--- src/rtl/tdm_mux_8_1.sv ---
// 8:1 time-division multiplexer: captures din and serializes it LSB first, one slot per cycle.
// Optional even-parity slot after slot 7 when TDM_MUX_PARITY_EN is defined.
module tdm_mux_8_1 #(
    parameter int GAP_CYCLES = 0
) (
    input  logic       clk,
    input  logic       rst_n,
    input  logic [7:0] din,
    input  logic       start,
    input  logic       cont,
    output logic       dout,
    output logic [2:0] sel_out,
    output logic       valid,
    output logic       frame_start,
    output logic       busy,
    output logic       done
);

    localparam logic [3:0] GAP_LAST = (GAP_CYCLES > 0) ? 4'(GAP_CYCLES - 1) : 4'd0;

    typedef enum logic [1:0] {
        IDLE  = 2'd0,
        SHIFT = 2'd1,
        GAP   = 2'd2
`ifdef TDM_MUX_PARITY_EN
        , PAR = 2'd3
`endif
    } state_t;

    state_t     state_q, state_d;
    logic [7:0] shadow_q, shadow_d;
    logic [2:0] sel_q, sel_d;
    logic [3:0] gap_q, gap_d;
    logic       dout_q, dout_d;
    logic       valid_q, valid_d;
    logic       fs_q, fs_d;
    logic       busy_q, busy_d;
    logic       done_q, done_d;
    logic       load;
    logic       frame_end;

    always_comb begin
        state_d   = state_q;
        shadow_d  = shadow_q;
        sel_d     = sel_q;
        gap_d     = gap_q;
        dout_d    = 1'b0;
        valid_d   = 1'b0;
        fs_d      = 1'b0;
        done_d    = 1'b0;
        load      = 1'b0;
        frame_end = 1'b0;

        case (state_q)
            IDLE: load = start;
            SHIFT: begin
                if (sel_q != 3'd7) begin
                    sel_d   = 3'(sel_q + 3'd1);
                    dout_d  = shadow_q[sel_d];
                    valid_d = 1'b1;
                end else begin
`ifdef TDM_MUX_PARITY_EN
                    state_d = PAR;
                    sel_d   = 3'd0;
                    dout_d  = ^shadow_q;
                    valid_d = 1'b1;
`else
                    frame_end = 1'b1;
`endif
                end
            end
`ifdef TDM_MUX_PARITY_EN
            // The parity slot is the last slot, so cont is sampled here.
            PAR: frame_end = 1'b1;
`endif
            GAP: begin
                if (gap_q == 4'd0) load = 1'b1;
                else gap_d = 4'(gap_q - 4'd1);
            end
            default: state_d = IDLE;
        endcase

        if (frame_end) begin
            if (cont) begin
                if (GAP_CYCLES == 0) begin
                    load = 1'b1;
                end else begin
                    state_d = GAP;
                    sel_d   = 3'd0;
                    gap_d   = GAP_LAST;
                end
            end else begin
                state_d = IDLE;
                sel_d   = 3'd0;
                done_d  = 1'b1;
            end
        end

        // Slot 0 of a new frame is driven straight from din at the capture edge.
        if (load) begin
            shadow_d = din;
            state_d  = SHIFT;
            sel_d    = 3'd0;
            gap_d    = 4'd0;
            dout_d   = din[0];
            valid_d  = 1'b1;
            fs_d     = 1'b1;
        end

        busy_d = (state_d != IDLE);
    end

    always_ff @(posedge clk) begin
        if (!rst_n) begin
            state_q  <= IDLE;
            shadow_q <= 8'd0;
            sel_q    <= 3'd0;
            gap_q    <= 4'd0;
            dout_q   <= 1'b0;
            valid_q  <= 1'b0;
            fs_q     <= 1'b0;
            busy_q   <= 1'b0;
            done_q   <= 1'b0;
        end else begin
            state_q  <= state_d;
            shadow_q <= shadow_d;
            sel_q    <= sel_d;
            gap_q    <= gap_d;
            dout_q   <= dout_d;
            valid_q  <= valid_d;
            fs_q     <= fs_d;
            busy_q   <= busy_d;
            done_q   <= done_d;
        end
    end

    assign dout        = dout_q;
    assign sel_out     = sel_q;
    assign valid       = valid_q;
    assign frame_start = fs_q;
    assign busy        = busy_q;
    assign done        = done_q;

endmodule

--- config.mk ---
export PLATFORM = sky130hd
export DESIGN_NAME = tdm_mux_8_1
export DESIGN_NICKNAME = d
export VERILOG_FILES = /design/src/rtl/tdm_mux_8_1.sv
export SDC_FILE = /design/constraint.sdc
export NUM_CORES = 1
export LEC_CHECK = 0
export CAP_MARGIN = 30
export CELL_PAD_IN_SITES_DETAIL_PLACEMENT = 1
export CELL_PAD_IN_SITES_GLOBAL_PLACEMENT = 1
export CORE_MARGIN = 2
export CORE_UTILIZATION = 38
export CTS_BUF_LIST = sky130_fd_sc_hd__clkbuf_4 sky130_fd_sc_hd__clkbuf_8 sky130_fd_sc_hd__clkbuf_16
export DETAILED_ROUTE_END_ITERATION = 8
export GPL_TIMING_DRIVEN = 0
export PLACE_DENSITY = 0.86
export SYNTH_ARGS = -nofsm -noshare
export SYNTH_HDL_FRONTEND = slang
export SYNTH_SLANG_ARGS = --single-unit
--- constraint.sdc ---
create_clock -name clk -period 2 [get_ports clk]
set_input_delay 0.3 -clock clk [delete_from_list [all_inputs] [get_ports clk]]
set_output_delay 0.3 -clock clk [all_outputs]
set_load 0.05 [all_outputs]
Yosys cells after proc, flatten, opt, wreduce, memory -nomap -nowiden
Cells that the tools add are included.
W data, S select, Z words.
{ "classes": {"addsub": 2, "magnitude_cmp": 1, "eq_ne": 3, "muxes": 24, "bitwise_logic": 2, "n_reduce_logical": 7} }
{ "ops": {"columns": ["op", "n"], "rows": [
  ["$mux W1", 14],
  ["$mux W3", 4],
  ["$mux W2", 4],
  ["$logic_not A4 Y1", 1],
  ["$lt A3 B4 Y1 const B", 1],
  ["$reduce_and A2 Y1", 2],
  ["$sub A4 B1 Y4 const B", 1],
  ["$add A3 B1 Y3 const B", 1],
  ["$bmux W1 S3", 1],
  ["$ne A3 B3 Y1 const B", 1],
  ["$reduce_or A3 Y1", 1],
  ["$eq A2 B1 Y1 const B", 1],
  ["$eq A2 B2 Y1 const B", 1],
  ["$logic_not A2 Y1", 1],
  ["$not A1 Y1", 2],
  ["$pmux W1 S2", 1],
  ["$reduce_bool A2 Y1", 1],
  ["$reduce_or A2 Y1", 1]
]} }
{ "word_totals": {"reg_bits": 22, "out_inout_bits": 8, "word_cells": 48} }

Logic depth before layout (Yosys ltp)
Gate-level depths: netlist (run 1).
{ "logic_depth": {"word_depth": 7, "depth_mapped": 7, "depth_no_buf": 6} }

Worst setup path before layout (run 1)
No wires, ideal clock.
{ "synth_timing": {"kind": "register -> register", "from": "reg sel_q[0], in the netlist sel_out[0]", "to": "reg busy_q, in the netlist busy", "arrival_time_ps": 2034, "slack_ps": -151, "stages_incl_launch_ff": 8, "path_cell_list": "dfxtp_1 > ha_1 > ha_1 > nand3_1 > a21o_1 > and3_4 > buf_6 > a22o_1"} }
{ "synth_via": {"elab_chain_len": 6} }
{ "synth_rtl": {"columns": ["item", "line", "source"], "rows": [
  ["from (decl)", "32", "logic [2:0] sel_q, sel_d;"],
  ["from (signal assigned)", "127", "sel_q <= sel_d;"],
  ["$ne A3 B3 Y1 (*)", "57", "if (sel_q != 3'd7) begin"],
  ["$mux W1 (*)", "57", null],
  ["$mux W1 (*)", "54", "case (state_q)"],
  ["$mux W2 / $mux W1 (equally long branches)", "83", "if (frame_end) begin"],
  ["$mux W2 (*)", "100", "if (load) begin"],
  ["$reduce_bool A2 Y1 (*)", "110", "busy_d = (state_d != IDLE);"],
  ["to (signal assigned)", "132", "busy_q <= busy_d;"],
  ["to (decl)", "37", "logic busy_q, busy_d;"]
]} }
Mark *: on every way between the ends. The rest lies on a longest branch, timed or not.
A chain may end at the register's enable or synchronous reset.

Final worst setup path (run 1)
{ "layout_timing": {"from": "reg sel_q[0], in the netlist sel_out[0]", "to": "out sel_out[0]"} }
{ "layout_rtl": {"columns": ["item", "line", "source"], "rows": [
  ["to (decl)", "12", "output logic [2:0] sel_out,"]
]} }
No word-level cell between the ends.

==> results.md, run 1 <==
- Status: finished clean
- Share of layout cells above drive strength 1: 13.04%
- Clk_skew: 0.003472 ns
- Worst setup EP type: primary output
- Tot Pwr: 0.8377 mW
- Largest area contributor in the netlist: dfxtp_1
- MaxCap Viol Count: 0
- Initial core utilization: 39.71%
- Htree depth: 1
- Fmax: 0.5341 GHz
- Total Routing Usage GR: 14.69%
- Core Region: 0.002432 sq mm
- Period utilization: 93.62%
- WS Path Type: reg2out
- Post-synth top cells: 22 x dfxtp_1, 11 x nor2_1, 9 x a22o_1
- Total I/O pin count: 20
- Largest family of logic cells by synthesized area: simple AND/OR/NAND/NOR gates
- Initial antenna violation count: 0
- CTS tree: built
- First-pass GRT wire length: 3091 um
- Filler cell count: 291
- Die width: 54.42 um
- Routed WL: 1894 um
- Gate Count Post-Synth: 92
- Post-synthesis mux area share: 5.440%
- Post-CTS Hold Buffers: 0
- Slew @ Worst Pin: 0.4953 ns
- Max FO, Critical Path: 7
- Largest stage delay on the critical path: 0.83 ns
- Die Span Y: 54.42 um
- Root buf cell: clkbuf_4
- Synth top area cells: dfxtp_1 46%, a22o_1 8.2%, ha_1 6.5%, nor2_1 4.3%, mux2i_1 3.1%
- Buf/Inv on CP: 1
- # rows: 18
- Post-synthesis compound-gate area fraction: 16.84%
- Post-synth cell types: 30
- Min cycle time layout: 1.872 ns
- Yosys top cell area share: 45.60%
- CTS max path bufs: 2
- Slowest stage cell on the critical path: clkdlybuf4s50_1
- PostCTS Resize Cnt: 0
- GRT overflow: 0
- Maximum number of pins on one net before global-route repair: 13
- Final setup viols: 0
- RSZ-0062 raised after global routing: false
- Total CTS buffers: 3
- Most common cell in the synthesized netlist: dfxtp_1
- GP Congestion: 0.7310
- Buffers on Ports: 19
- Total of flip-flops plus latches after synthesis: 22
- DR DRC count: 0
- Worst setup SP type: flop
- YS warnings: 0
- WL/cell: 13.06 um
- Detail Route Antenna Nets: 0
- Fin. Hold Viols: 0
- TritonRoute pass-1 iters: 4
- Min-delay worst type: reg2reg
- Critical Path AT: 1.57 ns
- Via count: 758
- Worst EP required: 1.70 ns
- Dpl hpwl: 1511 um
- Post-synth top flop: dfxtp_1
- Setup TNS: 0 ns
- Simple-gate share of the synthesized area: 20.21%
- Syn Nets: 109
- Final net count: 133
- Post-synthesis adder-cell area fraction: 6.477%
- Synth Area per Inst: 10.50 sq um
- EDFF count, synth: 0
- Setup bufs post-CTS: 0
- Area Overhead vs Synth: 27.85%
- Synth Cell Area: 965.9 sq um
- VDD IR max: 0.3253 mV
- Critical-path cell list: clkdlybuf4s50_1
- XOR/XNOR Fraction of Synth Area: 2.720%
- Seq/Total Area, Yosys: 45.60%
- Clk sinks: 22
- Final Max Tran Viols: 0
- Crit path max-delay family: buffers and inverters
- Clock transition at the registers of the reported paths: 0.12 ns
- Synth async-reset ratio: 0%
- Leak: 0.4541 nW
- Worst-Skew Late Latency: 0.30 ns
- Die ar.: 0.002961 sq mm
- Initial DRC Count: 6
- PwrDens: 678.3 mW/mm^2
- ANT cells: 0
- Max-slew headroom: 66.88%
- Vias in the first global route: 724
- DR vias/cell: 5.228
flip-flops by register name, summed over array words and instances (netlist names):
signal	count
gap_q	4
sel_out	3
valid	1
done	1
frame_start	1
state_q	2
busy	1
dout	1
shadow_q	8
layout by cell type (no fill, tap or decap), types with 4 or more instances in the layout:
cell type,count
dfxtp_1,20
nand2b_1,4
nand3_1,4
ha_1,4
a22o_1,9
clkdlybuf4s50_1,19
nor2_1,11
inv_1,4
worst paths after layout:
kind | startpoint | endpoint | slack (ns) | cells past startpoint
worst max-delay path | sel_out[0] | sel_out[0] | 0.13 | 1
worst max register to register | sel_out[0] | shadow_q[4] | 0.16 | 7
worst min register to register | shadow_q[2] | shadow_q[2] | 0.49 | 1
worst min-delay path | shadow_q[2] | shadow_q[2] | 0.49 | 1
per-stage QoR:
step / hold WS, ns / cell area, sq um / cells / utilization (%) / setup slack (ns)
global route: 0.5104 / 1235 / 145 / 50.77 / 0.04614
floorplan: 0.4169 / 968.4 / 92 / - / 0.09218
detailed placement: 0.4607 / 1196 / 141 / 49.18 / 0.1386
global placement: 0.4609 / 1196 / 141 / 49.18 / 0.1494
CTS: 0.4953 / 1232 / 145 / 50.67 / 0.09457
finish: 0.4915 / 1235 / 145 / 50.77 / 0.1276
area by class of cell:
type | count | area (sq um) | share of cell area, %
timing repair buffer | 19 | 190.2 | 15.40
tap | 30 | 37.54 | 3.040
sequential | 22 | 442.9 | 35.87
inverter | 4 | 15.01 | 1.216
multi-input combinational | 65 | 501.7 | 40.63
clock buffer | 4 | 36.28 | 2.938
buffer | 1 | 11.26 | 0.9119
cells by family after synthesis:
group | after synthesis
muxes | 4
AOI/OAI and AO/OA | 20
adders and majority gates | 5
DFF | 22
xor gates and xnor gates | 3
and+or+nand+nor | 33
buffers and inverters | 5
routing by layer:
metal	vias up	wire (um)	track usage, %
li1	376	-	-
met1	367	868	18.61
met5	-	0	0
met3	2	55	1.639
met2	13	951	25.10
met4	0	19	6.250
power breakdown:
part	total, mW	switching, mW	internal (mW)
logic	0.127	0.0639	0.0631
clock network	0.240	0.129	0.111
registers	0.471	0.0125	0.458
(Power assumes the default switching activity.)
==> run 2: changes to the inputs <==
--- a/config.mk
+++ b/config.mk
@@ -14,6 +14,7 @@
 export DETAILED_ROUTE_END_ITERATION = 8
 export GPL_TIMING_DRIVEN = 0
 export PLACE_DENSITY = 0.86
+export SETUP_SLACK_MARGIN = 0.5
 export SYNTH_ARGS = -nofsm -noshare
 export SYNTH_HDL_FRONTEND = slang
 export SYNTH_SLANG_ARGS = --single-unit
==> run 2 against run 1 <==
Effect of this change:
- total power decreased by 5.3%
- die area unchanged
- final cell count increased by 2.1%
- via count decreased by 1.1%
- combinational power about the same
- global-route usage increased by 0.65 points
- sequential share of layout area decreased by 1.1 points
- sequential power about the same
- critical path depth increased by 6
- sequential cell count unchanged
- clock power decreased by 18%
- critical endpoint is now shadow_q[4]
- largest power group unchanged
==> results.md, run 2 (synthesis gave the netlist of run 1 again) <==
- Status: finished clean
- Max-slew headroom: 67.53% (+0.65 points)
- Final net count: 137 (+3.0%)
- Clk_skew: 0.002090 ns (-0.001382 ns)
- Share of layout cells above drive strength 1: 25.42% (+12 points)
- Reg-to-Reg End: shadow_q[4]
- TritonRoute pass-1 iters: 3 (-1)
- Clock transition at the registers of the reported paths: 0.11 ns (about the same)
- Maximum number of pins on one net before global-route repair: 12 (-1)
- Worst r2r src: sel_out[0]
- Reg2Reg Depth: 7 (unchanged)
- WL/cell: 13.51 um (+3.4%)
- Max FO, Critical Path: 9 (+2)
- Fin. Hold Viols: 0 (unchanged)
- Most common cell after layout, fill and taps aside: dfxtp_1
- Period utilization: 78.11% (-16 points)
- Via count: 750 (-1.1%)
- Hold path depth: 1 (unchanged)
- Min-delay worst type: reg2reg
- Final Max Tran Viols: 0 (unchanged)
- Initial DRC Count: 2 (-4)
- GRT overflow: 0 (unchanged)
- Fin worst setup slack: 0.4379 ns (+0.3103 ns)
- Hold Crit Start: shadow_q[1]
- WHS Endpoint: shadow_q[1]
- # rows: 18 (unchanged)
- Most frequent cells in the layout: 17 x dfxtp_1, 11 x clkdlybuf4s50_1, 10 x nor2_1
- Total I/O pin count: 20 (unchanged)
- Fmax: 0.6401 GHz (+20%)
- Leak: 0.4904 nW (+8.0%)
- Most flop-heavy register: shadow_q
- CTS max path bufs: 2 (unchanged)
- Slew @ Worst Pin: 0.4890 ns (-0.006267 ns)
- Worst setup SP type: flop
- Buffers on Ports: 19 (unchanged)
- Largest stage delay on the critical path: 0.40 ns (-0.43 ns)
- DR vias/cell: 5.068 (-3.1%)
- Min cycle time layout: 1.562 ns (-0.3103 ns)
- Max FFs per register: 8 (unchanged)
- Most frequent cell on the critical path: ha_4
- First-pass GRT wire length: 3180 um (+2.9%)
- FF-to-FF setup slack: 0.44 ns (+0.28 ns)
- RSZ-0062 raised after global routing: true
- Slowest stage cell on the critical path: dfxtp_4
- Vias in the first global route: 717 (-0.97%)
- Die ar.: 0.002961 sq mm (unchanged)
- Die Span Y: 54.42 um (unchanged)
- CTS tree: built
- Initial core utilization: 39.71% (unchanged)
- Worst-Skew Late Latency: 0.30 ns (about the same)
- Htree depth: 1 (unchanged)
- Final setup viols: 0 (unchanged)
- Root buf cell: clkbuf_4
- ANT cells: 0 (unchanged)
- Core Region: 0.002432 sq mm (unchanged)
- DR DRC count: 0 (unchanged)
- Detail Route Antenna Nets: 0 (unchanged)
- Total CTS buffers: 3 (unchanged)
- Setup Slack @ Placement: 0.2776 ns (+0.1390 ns)
- Critical Path AT: 1.76 ns (+0.19 ns)
- Total Routing Usage GR: 15.34% (+0.65 points)
- WS Path Type: reg2reg
- Critical-path cell list: ha_4 -> ha_4 -> nand3_2 -> a21o_1 -> and3_4 -> buf_6 -> a22o_1
- Worst EP required: 2.20 ns (+0.50 ns)
- Area Overhead vs Synth: 34.59%
- MaxCap Viol Count: 0 (unchanged)
- Clk sinks: 22 (unchanged)
- Routed WL: 1999 um (+5.5%)
- GP Congestion: 0.7343 (+0.45%)
- PwrDens: 609.9 mW/mm^2 (-10%)
- VDD IR max: 0.4112 mV (+26%)
- Setup TNS: 0 ns (unchanged)
- Dpl hpwl: 1428 um (-5.5%)
- Worst setup EP type: flop
- Die width: 54.42 um (unchanged)
- Initial antenna violation count: 0 (unchanged)
==> run 2: cell types whose count changed in the layout (fill, tap and decap cells not counted), moves of 3 or more <==
cell,previous run,this run
dlygate4sd2_1,0,5
dfxtp_1,20,17
buf_4,0,4
clkdlybuf4s50_1,19,11
ha_4,0,3
==> run 2: through the flow <==
stage | hold WS (ns) | cell area (sq um) | power, mW | util [%] | std cells
6_report | 0.5025 | 1300 | 0.7929 | 53.45 | 148
5_1_grt | 0.5212 | 1300 | 0.8294 | 53.45 | 148
4_1_cts | 0.5053 | 1282 | 0.8059 | 52.73 | 148
3_5_place_dp | 0.4733 | 1232 | 0.6085 | 50.67 | 141
3_3_place_gp | 0.4627 | 1232 | 0.6060 | 50.67 | 141
2_1_floorplan | 0.4169 | 1005 | 0.5570 | - | 92
==> run 2: how the worst max path moves through the flow <==
stage / startpoint / end / slack [ns] / cells past startpoint
floorplan: sel_out[0] / shadow_q[0] / 0.37 / 7
global placement: start / shadow_q[6] / 0.31 / 6
detailed placement: start / busy / 0.28 / 6
CTS: sel_out[0] / shadow_q[4] / 0.41 / 7
global route: sel_out[0] / shadow_q[5] / 0.38 / 7
finish: sel_out[0] / shadow_q[4] / 0.44 / 7
==> run 2: timing repair <==
item	4_1_cts	5_1_grt
endpoints found under the setup margin	19	22
gates cloned	0	0
hold buffers	0	0
buffers inserted	4	0
resized for setup	13	11
pin swaps	2	3
==> run 2: cell type report <==
type | instances | area [sq um]
Multi-Input combinational cell | 65 | 551.8
Inverter | 4 | 15.01
Clock buffer | 3 | 22.52
Fill cell | 277 | 1132
Timing Repair Buffer | 23 | 210.2
Sequential cell | 22 | 451.7
Buffer | 1 | 11.26
Tap cell | 30 | 37.54
==> run 2: critical path, delay by kind of cell (launching register included) <==
family / cells / cell delay, ns
simple gates: 2 / 0.24
flops: 1 / 0.40
fa+ha+maj: 2 / 0.27
buf+inv: 1 / 0.13
compound gates: 2 / 0.42
==> run 2: layer usage <==
| layer | GRT usage, % | routed length (um) | part of all wire (%) | vias up |
|---|---|---|---|---|
| li1 | - | - | - | 385 |
| met1 | 17.98 | 935 | 47 | 354 |
| met2 | 26.31 | 990 | 50 | 9 |
| met3 | 3.279 | 54 | 2.7 | 2 |
| met4 | 7.500 | 19 | 0.95 | 0 |
| met5 | 0 | 0 | 0 | - |
==> run 2: power breakdown <==
part / internal (mW) / switching [mW]
combinational: 0.0633 / 0.0649
sequential: 0.456 / 0.0128
clock: 0.0701 / 0.126
total: 0.590 / 0.203
==> run 3: changes to the inputs <==
--- a/config.mk
+++ b/config.mk
@@ -9,11 +9,11 @@
 export CELL_PAD_IN_SITES_DETAIL_PLACEMENT = 1
 export CELL_PAD_IN_SITES_GLOBAL_PLACEMENT = 1
 export CORE_MARGIN = 2
-export CORE_UTILIZATION = 38
+export CORE_UTILIZATION = 34
 export CTS_BUF_LIST = sky130_fd_sc_hd__clkbuf_4 sky130_fd_sc_hd__clkbuf_8 sky130_fd_sc_hd__clkbuf_16
 export DETAILED_ROUTE_END_ITERATION = 8
 export GPL_TIMING_DRIVEN = 0
-export PLACE_DENSITY = 0.86
+export PLACE_DENSITY = 0.82
 export SETUP_SLACK_MARGIN = 0.5
 export SYNTH_ARGS = -nofsm -noshare
 export SYNTH_HDL_FRONTEND = slang
==> constraint.sdc (replaced) <==
create_clock -name clk -period 1.4 [get_ports clk]
set_input_delay 0.21 -clock clk [delete_from_list [all_inputs] [get_ports clk]]
set_output_delay 0.21 -clock clk [all_outputs]
set_load 0.05 [all_outputs]
==> run 3 against run 2 <==
Effect of this change:
- the flow now finishes with violations (negative setup slack)
- worst setup slack worse by 0.58 ns
- via count rose by 8.3%
- global-route usage increased by 2.4 points
- final cell count grew 6.1%
- sequential share of layout area decreased by 3.8 points
- first-iteration DRC count up 50%
- highest routed layer unchanged
==> results.md, run 3 (synthesis gave the netlist of run 1 again) <==
- Status: finished with violations
- Failing checks: negative setup slack
- Fin. Hold Viols: 0 (unchanged)
- DR DRC count: 0 (unchanged)
- Maximum number of pins on one net before global-route repair: 12 (unchanged)
- Worst setup SP type: flop
- GRT overflow: 0 (unchanged)
- Min-delay worst type: in2reg
- Critical-path cell list: ha_4 -> ha_4 -> nand3_2 -> a21o_4 -> and3_4 -> buf_6 -> a22o_1
- Largest stage delay on the critical path: 0.38 ns (-0.02 ns)
- WS Path Type: reg2reg
- VDD IR max: 0.5629 mV (+37%)
- Total CTS buffers: 3 (unchanged)
- Max FFs per register: 8 (unchanged)
- Switching part of the total: 26.73% (+1.1 points)
- Slew @ Worst Pin: 0.3465 ns (-0.1425 ns)
- WHS: 0.4902 ns (-0.01239 ns)
- Clk_skew: 0.003042 ns (+0.0009523 ns)
- Die ar.: 0.003283 sq mm (+11%)
- Total Routing Usage GR: 17.70% (+2.4 points)
- TritonRoute pass-1 iters: 3 (unchanged)
- Core Region: 0.002734 sq mm (+12%)
- Die width: 57.30 um (+5.3%)
- Worst r2r src: sel_out[1]
- Fin util: 54.51% (+1.1 points)
- Worst-Skew Late Latency: 0.31 ns (about the same)
- Die Span Y: 57.30 um (+5.3%)
- Final Max Tran Viols: 0 (unchanged)
- Period utilization: 110.1% (+32 points)
- Tot Pwr: 1.203 mW (+52%)
- Max-slew headroom: 76.83% (+9.3 points)
- Hold path depth: 2 (+1)
- Power Internal: 0.8813 mW (+49%)
- Reg2Reg Depth: 7 (unchanged)
- Vias in the first global route: 877 (+22%)
- Htree depth: 1 (unchanged)
- PwrDens: 807.1 mW/mm^2 (+32%)
- Filler cell count: 288 (+4.0%)
- Setup Slack @ Placement: -0.2451 ns (-0.5227 ns)
- Reg power frac: 56.0% (-3.1 points)
- ANT cells: 0 (unchanged)
- Critical path depth in cells: 7 (unchanged)
- Max FO, Critical Path: 5 (-4)
- Slowest stage cell on the critical path: dfxtp_4
- Buf/Inv on CP: 1 (unchanged)
- Clk sinks: 22 (unchanged)
- Buffers on Ports: 19 (unchanged)
- First-pass GRT wire length: 4257 um (+34%)
- Via count: 812 (+8.3%)
- Min cycle time layout: 1.541 ns (-0.02135 ns)
- CTS max path bufs: 2 (unchanged)
- Fin worst setup slack: -0.1408 ns (-0.5786 ns)
- CTS tree: built
- RSZ-0062 raised after global routing: true
- GP Congestion: 0.7231 (-1.5%)
- Most flop-heavy register: shadow_q
- Hold Crit Start: din[4]
- MaxCap Viol Count: 0 (unchanged)
- # rows: 19 (+1)
- Crit path max-delay family: compound AO/OA/AOI/OAI gates
- Most frequent cells in the layout: 12 x dfxtp_1, 11 x clkdlybuf4s50_1, 9 x a22o_1, 9 x buf_4
- Comb power frac: 20.0% (+3.8 points)
- Share of layout cells above drive strength 1: 46.83% (+21 points)
- Initial core utilization: 35.33% (-4.4 points)
- Worst setup EP type: flop
- Root buf cell: clkbuf_4
- Reg-to-Reg End: shadow_q[3]
- Most common cell after layout, fill and taps aside: dfxtp_1
- Clk pwr share: 24.0% (-0.7 points)
- Dpl hpwl: 1631 um (+14%)
- Critical Path AT: 1.76 ns (about the same)
- WHS Endpoint: shadow_q[4]
- Clock transition at the registers of the reported paths: 0.12 ns (about the same)
- Detail Route Antenna Nets: 0 (unchanged)
- Final net count: 145 (+5.8%)
- Routed WL: 2565 um (+28%)
- FF-to-FF setup slack: -0.14 ns (-0.58 ns)
- Total I/O pin count: 20 (unchanged)
- Fmax: 0.6490 GHz (+1.4%)
- Area Overhead vs Synth: 54.27%
- Most frequent cell on the critical path: ha_4
- WL/cell: 16.34 um (+21%)
- Worst EP required: 1.62 ns (-0.58 ns)
- DR vias/cell: 5.172 (+2.1%)
- Initial antenna violation count: 0 (unchanged)
- Final setup viols: 20 (+20)
- Post-CTS Hold Buffers: 0 (unchanged)
- Sw power: 0.3215 mW (+58%)
- Leak: 0.5536 nW (+13%)
- Initial DRC Count: 3 (+1)
[run 3: cell count changes in the layout (fill, tap and decap cells not counted), moves of 2 or more]
| cell | previous run | this run |
|---|---|---|
| buf_4 | 4 | 9 |
| buf_6 | 1 | 5 |
| buf_8 | 0 | 7 |
| dfxtp_1 | 17 | 12 |
| dfxtp_2 | 3 | 7 |
| dlygate4sd2_1 | 5 | 0 |
| nand3_1 | 2 | 0 |
| nor2_1 | 10 | 7 |
| nor2_2 | 1 | 3 |
[run 3: worst register-to-register path: stages (launching register included)]
cell     delay, ns
dfxtp_4       0.38
ha_4          0.14
ha_4          0.13
nand3_2       0.08
a21o_4        0.23
and3_4        0.16
buf_6         0.12
a22o_1        0.20
[run 3: how the worst max path moves through the flow]
stage	from	end
final	sel_out[1]	shadow_q[3]
after CTS	sel_out[1]	shadow_q[6]
after detailed placement	start	shadow_q[6]
after global placement	start	busy
after floorplan	sel_out[0]	shadow_q[0]
after global routing	sel_out[1]	shadow_q[3]
[run 3: metal layers]
metal | vias up | part of all wire [%] | global-route usage [%]
met3 | 8 | 2.5 | 4.082
li1 | 400 | - | -
met4 | 0 | 2.9 | 8.970
met5 | - | 0 | 0
met1 | 388 | 41 | 20.70
met2 | 16 | 53 | 30.21
[run 3: stage by stage]
stage | TNS [ns] | cell area (sq um) | cells
after floorplan | -2.111 | 1005 | 92
after global placement | -2.112 | 1234 | 142
after detailed placement | -2.992 | 1234 | 142
after CTS | -1.527 | 1434 | 155
after global routing | -3.270 | 1490 | 157
final | -1.797 | 1490 | 157
[run 3: power by group through the flow]
stage / registers (mW) / clock network [mW] / logic [mW]
6_report: 0.673 / 0.289 / 0.241
5_1_grt: 0.677 / 0.339 / 0.256
4_1_cts: 0.672 / 0.291 / 0.225
3_5_place_dp: 0.687 / 0 / 0.187
3_3_place_gp: 0.685 / 0 / 0.180
2_1_floorplan: 0.718 / 0 / 0.0778
[run 3: layout make-up]
type	count	area, sq um	share of cell area [%]
Buffer	1	11.26	0.7557
Clock buffer	3	22.52	1.511
Inverter	4	15.01	1.008
Multi-Input combinational cell	65	614.3	41.23
Sequential cell	22	460.4	30.90
Tap cell	31	38.79	2.603
Timing Repair Buffer	31	327.8	22.00
[run 3: repair_timing]
item                       CTS  global route
setup endpoints to repair   30            30
buffers inserted             9             2
pin swaps                    7             3
cloned                       1             0
gates resized for setup     87             8
hold endpoints to repair     0             0
